### src/rtl/stack_mem_ram.sv
// rtl/stack_mem_ram.sv - writable program/data store with clear, boot-load and registered read path
module stack_mem_ram #(
    parameter int                DATA_W = 8,
    parameter int                ADDR_W = 8,
    parameter int                DEPTH  = 256,
    parameter logic [DATA_W-1:0] FILL   = DATA_W'(15)
) (
    input  logic              clk,
    input  logic              rst,
    input  logic              boot_load,
    input  logic              ld_valid,
    input  logic [DATA_W-1:0] ld_data,
    input  logic              ld_last,
    output logic              ld_ready,
    output logic              mem_ready,
    input  logic              rd_en,
    input  logic              wr_en,
    input  logic [ADDR_W-1:0] mem_addr,
    input  logic [DATA_W-1:0] data_in,
    output logic [DATA_W-1:0] data_out,
    output logic              rd_valid,
    output logic              addr_err
);

    localparam int                IDX_W    = (DEPTH > 1) ? $clog2(DEPTH) : 1;
    localparam logic [ADDR_W-1:0] LAST_PTR = ADDR_W'(DEPTH - 1);
    localparam logic [ADDR_W:0]   DEPTH_L  = (ADDR_W + 1)'(DEPTH);

    localparam logic [1:0] S_CLEAR = 2'd0;
    localparam logic [1:0] S_LOAD  = 2'd1;
    localparam logic [1:0] S_RUN   = 2'd2;

    logic [1:0]        state_q, state_d;
    logic [ADDR_W-1:0] ptr_q, ptr_d;
    logic [DATA_W-1:0] data_out_q, data_out_d;
    logic              rd_valid_q, rd_valid_d;
    logic              addr_err_q, addr_err_d;
    logic [DATA_W-1:0] mem_q [DEPTH];

    logic              in_range;
    logic              at_last;
    logic              we;
    logic [IDX_W-1:0]  wa;
    logic [DATA_W-1:0] wd;

    assign in_range = ({1'b0, mem_addr} < DEPTH_L);
    assign at_last  = (ptr_q == LAST_PTR);

    always_comb begin
        state_d    = state_q;
        ptr_d      = ptr_q;
        data_out_d = data_out_q;
        rd_valid_d = 1'b0;
        addr_err_d = addr_err_q;
        we         = 1'b0;
        wa         = ptr_q[IDX_W-1:0];
        wd         = FILL;
        case (state_q)
            S_CLEAR: begin
                we = 1'b1;
                if (at_last) begin
                    ptr_d   = '0;
                    state_d = boot_load ? S_LOAD : S_RUN;
                end else begin
                    ptr_d = ptr_q + ADDR_W'(1);
                end
            end
            S_LOAD: begin
                if (ld_valid) begin
                    we = 1'b1;
                    wd = ld_data;
                    if (ld_last || at_last) begin
                        ptr_d   = '0;
                        state_d = S_RUN;
                    end else begin
                        ptr_d = ptr_q + ADDR_W'(1);
                    end
                end
            end
            S_RUN: begin
                if (wr_en && in_range) begin
                    we = 1'b1;
                    wa = mem_addr[IDX_W-1:0];
                    wd = data_in;
                end
                // Read samples the array before this edge's write lands: read-first.
                if (rd_en) begin
                    rd_valid_d = 1'b1;
                    data_out_d = in_range ? mem_q[mem_addr[IDX_W-1:0]] : FILL;
                end
                if ((rd_en || wr_en) && !in_range) begin
                    addr_err_d = 1'b1;
                end
            end
            default: begin
                state_d = S_CLEAR;
                ptr_d   = '0;
            end
        endcase
        if (rst) begin
            we = 1'b0;
        end
    end

    always_ff @(posedge clk) begin
        if (rst) begin
            state_q    <= S_CLEAR;
            ptr_q      <= '0;
            data_out_q <= FILL;
            rd_valid_q <= 1'b0;
            addr_err_q <= 1'b0;
        end else begin
            state_q    <= state_d;
            ptr_q      <= ptr_d;
            data_out_q <= data_out_d;
            rd_valid_q <= rd_valid_d;
            addr_err_q <= addr_err_d;
        end
    end

    // Contents are not reset; the CLEAR sweep overwrites every word.
    always_ff @(posedge clk) begin
        if (we) begin
            mem_q[wa] <= wd;
        end
    end

    assign ld_ready  = (state_q == S_LOAD);
    assign mem_ready = (state_q == S_RUN);
    assign data_out  = data_out_q;
    assign rd_valid  = rd_valid_q;
    assign addr_err  = addr_err_q;

endmodule

### config.mk
export PLATFORM = sky130hd
export DESIGN_NAME = stack_mem_ram
export DESIGN_NICKNAME = d
export VERILOG_FILES = /design/src/rtl/stack_mem_ram.sv
export SDC_FILE = /design/constraint.sdc
export NUM_CORES = 2
export LEC_CHECK = 0
export BUFFER_PORTS_ARGS = -buffer_cell sky130_fd_sc_hd__buf_4
export CAP_MARGIN = 20
export CORE_ASPECT_RATIO = 0.9
export CORE_MARGIN = 3
export CORE_UTILIZATION = 49
export CTS_BUF_LIST = sky130_fd_sc_hd__clkbuf_16
export CTS_CLUSTER_DIAMETER = 150
export DETAILED_ROUTE_END_ITERATION = 12
export PLACE_DENSITY = 0.67
export SETUP_SLACK_MARGIN = 0.1
export SYNTH_ARGS = -nofsm -noshare
export SYNTH_HDL_FRONTEND = slang
export SYNTH_SLANG_ARGS = --single-unit
### constraint.sdc
create_clock -name clk -period 9.6 [get_ports clk]
set_input_delay 0.96 -clock clk [delete_from_list [all_inputs] [get_ports clk]]
set_output_delay 0.96 -clock clk [all_outputs]
set_load 0.05 [all_outputs]
==> results.yml <==
critical_path:
  reg2reg_from: "state_q[0]"
  cp_cell_sequence: "inv_1 -> ha_1 -> nand2_1 -> nand3b_1 -> nand2_1 -> nand3_1 -> buf_4 -> nor2_1"
  startpoint: "state_q[0]"
  reg2reg_depth: 8
  reg2reg_to: "mem_q[72][7]"
  crit_end: "mem_q[72][7]"
  start_kind: "register"
  path_common_cell: "nand2_1"
  crit_path_end_kind: "register"
  cp_max_fo: 15
  critPathMaxStageDelay_ns: 1.02
  worstSetupPathType: "register to register"
  required_ns: 10.05
  cp_slowest_cell: "nand3_1"
  cp.arrival_ns: 5.13
  rrSetupSlack_ns: 4.92
placed_design:
  port-buffer-count: 41
  dp_hpwl_um: 132500
  dp_cells: 6122
  place_congestion: 0.9214
  placed_area_um2: 83730
yosys:
  ys.flop_type: "edfxtp_1"
  avgSynthCellArea_um2: 20.31
  synth-edff-count: 2048
  ys_seq_area_share_pct: 76.22
  netlist-cell-type-count: 69
  synthArstFlopShare_pct: 0
  syn_inst: 3998
  yosys_warnings: 0
  synth_area_um2: 81190
  ys_ff_latch: 2067
  synth_fp_nets: 4034
detailed_routing:
  drt-initial-drc-count: 6408
  ant_nets: 0
  drc: 0
  detail_route.wl_per_cell_um: 33.17
  first_pass_iters: 6
  via_per_inst: 6.425
  vias: 41680
  wl_um: 215200
timing:
  finalCritPeriodShare_pct: 48.73
  hold_viol: 0
  tightest_slew_ns: 1.224
  fmax_mhz: 213.7
  clock_skew_ns: 0.04110
  drv_slew: 0
  layout_min_cycle_time_ns: 4.678
  setup-violations-final: 0
  fin_setup_tns_ns: 0
  maxSlewHeadroom_pct: 18.14
  rsz0062_at_grt: "false"
  hold_ws_ns: 0.4163
clock_network:
  postCtsHoldBufs: 0
  cts_tree: "done"
  clk_path_buf_depth: 3
  cts_resized: 0
  htree_levels: 4
  clk_latency_ns: 0.86
  root_buffer: "clkbuf_16"
  cts_inserted_buffers: 192
  clock-sinks: 2067
  clk_pin_slew_worst_paths_ns: 0.06
  post_cts_buffers: 0
floorplan:
  ios: 43
  die_x_um: 435.1
  fp.dieH_um: 392.2
  start_util_pct: 49.38
  rows: 141
  core_um2: 164400
  die_area_um2: 170600
power:
  ir_worst_vdd_mv: 0.1658
  power.density_nw_per_um2: 197.3
  leakage_uw: 0.02926
cells_and_area:
  design_area_um2: 89940
  nets: 4140
  area_delta_synth_final_pct: 10.78
  drive_gt1_share_pct: 19.73
  fillerInstances: 12450
  layoutNonFillerInstCount: 6487
global_routing:
  grt_pass1_vias: 40820
  grt_overflow_total: 0
  grtUsageTotal_pct: 25.30
  antenna_found_initial: 13
  grt_pass1_wl_um: 307000
  grt_max_degree: 197
run_status:
  status: "completed"
hold_path:
  hold_path_class: "input pin to register"
job:
  max_cap_viol_count: 0
[Yosys cell counts (37+ instances only)]
cell type     n  area share (%)
edfxtp_1   2048              76
mux4_2      397              11
nor2_1      297             1.4
mux2i_1     233             2.9
nand2_1     135            0.62
clkbuf_1     85            0.39
a21oi_1      74            0.46
o22ai_1      71            0.55
buf_2        61            0.38
a22oi_1      58            0.54
nand3_1      52            0.32
o221ai_1     46            0.50
o21ai_0      44            0.27
buf_6        37            0.51
[sequential cells by signal, summed over array words and instances, names as in the netlist]
register / flops
data_out: 8
mem_q: 2048
ptr_q: 8
rd_valid: 1
state_q: 2
[layout by cell type (no fill, tap or decap), types with 58 or more instances in the layout]
master / instances
o22ai_1: 71
edfxtp_1: 2048
mux2i_1: 233
buf_4: 128
mux4_2: 397
nand2_1: 135
nor2_1: 292
a21oi_1: 74
a22oi_1: 58
clkbuf_16: 192
[logic make-up after synthesis]
group,synth area share [%]
buffers and inverters,1.993
other,0.004619
adder cells (fa/ha/maj),0.07705
multiplexers,14.96
AO/OA/AOI/OAI,3.572
AND/OR/NAND/NOR,3.179
flip-flops,76.22
[stage by stage]
stage                     setup slack, ns  utilization, %  power (uW)
after global routing                4.992           54.70       18200
after global placement              3.357           50.84       10470
after detailed placement            4.295           50.92       10480
after floorplan                    0.3370               -       10300
final                               4.922           54.70       17750
after CTS                           5.155           54.65       17820
[worst min path at each step]
stage	cells after the start	to	start	slack [ns]
finish	3	state_q[0]	boot_load	0.42
global route	3	state_q[0]	boot_load	0.39
CTS	3	state_q[0]	boot_load	0.36
detailed placement	2	state_q[0]	state_q[0]	0.52
global placement	2	state_q[0]	state_q[0]	0.51
floorplan	2	state_q[0]	state_q[0]	0.48
[power by group]
| group | leakage, uW | internal, uW | switching [uW] |
|---|---|---|---|
| clock | 0.00319 | 4120 | 3350 |
| sequential | 0.0200 | 9770 | 3.37 |
| combinational | 0.00602 | 160 | 356 |
| total | 0.0293 | 14000 | 3710 |
[layout make-up]
class	count	area, um^2	area share, %
antenna	3	7.507	0.008347
tap	2216	2773	3.083
clock buffer	192	4805	5.342
sequential	2067	61880	68.80
inverter	9	35.03	0.03895
timing repair buffer	147	1290	1.434
multi-input combinational	1687	17820	19.82
clock inverter	166	1326	1.475
[layer usage]
metal | GRT usage [%] | wire length, um | vias to the layer above
met5 | 0 | 54 | -
met4 | 9.574 | 8435 | 8
met3 | 6.575 | 25490 | 392
met2 | 37.86 | 98140 | 2540
met1 | 36.08 | 83050 | 21900
li1 | - | - | 16840
[worst max-delay path, delay by kind of cell (launching register included)]
| kind | cells | cell delay, ns |
|---|---|---|
| buffers and inverters | 2 | 0.62 |
| AND/OR/NAND/NOR | 5 | 3.05 |
| flip-flops | 1 | 0.38 |
| adder cells (fa/ha/maj) | 1 | 0.21 |
Note: power is estimated with default switching activity, not from simulation.
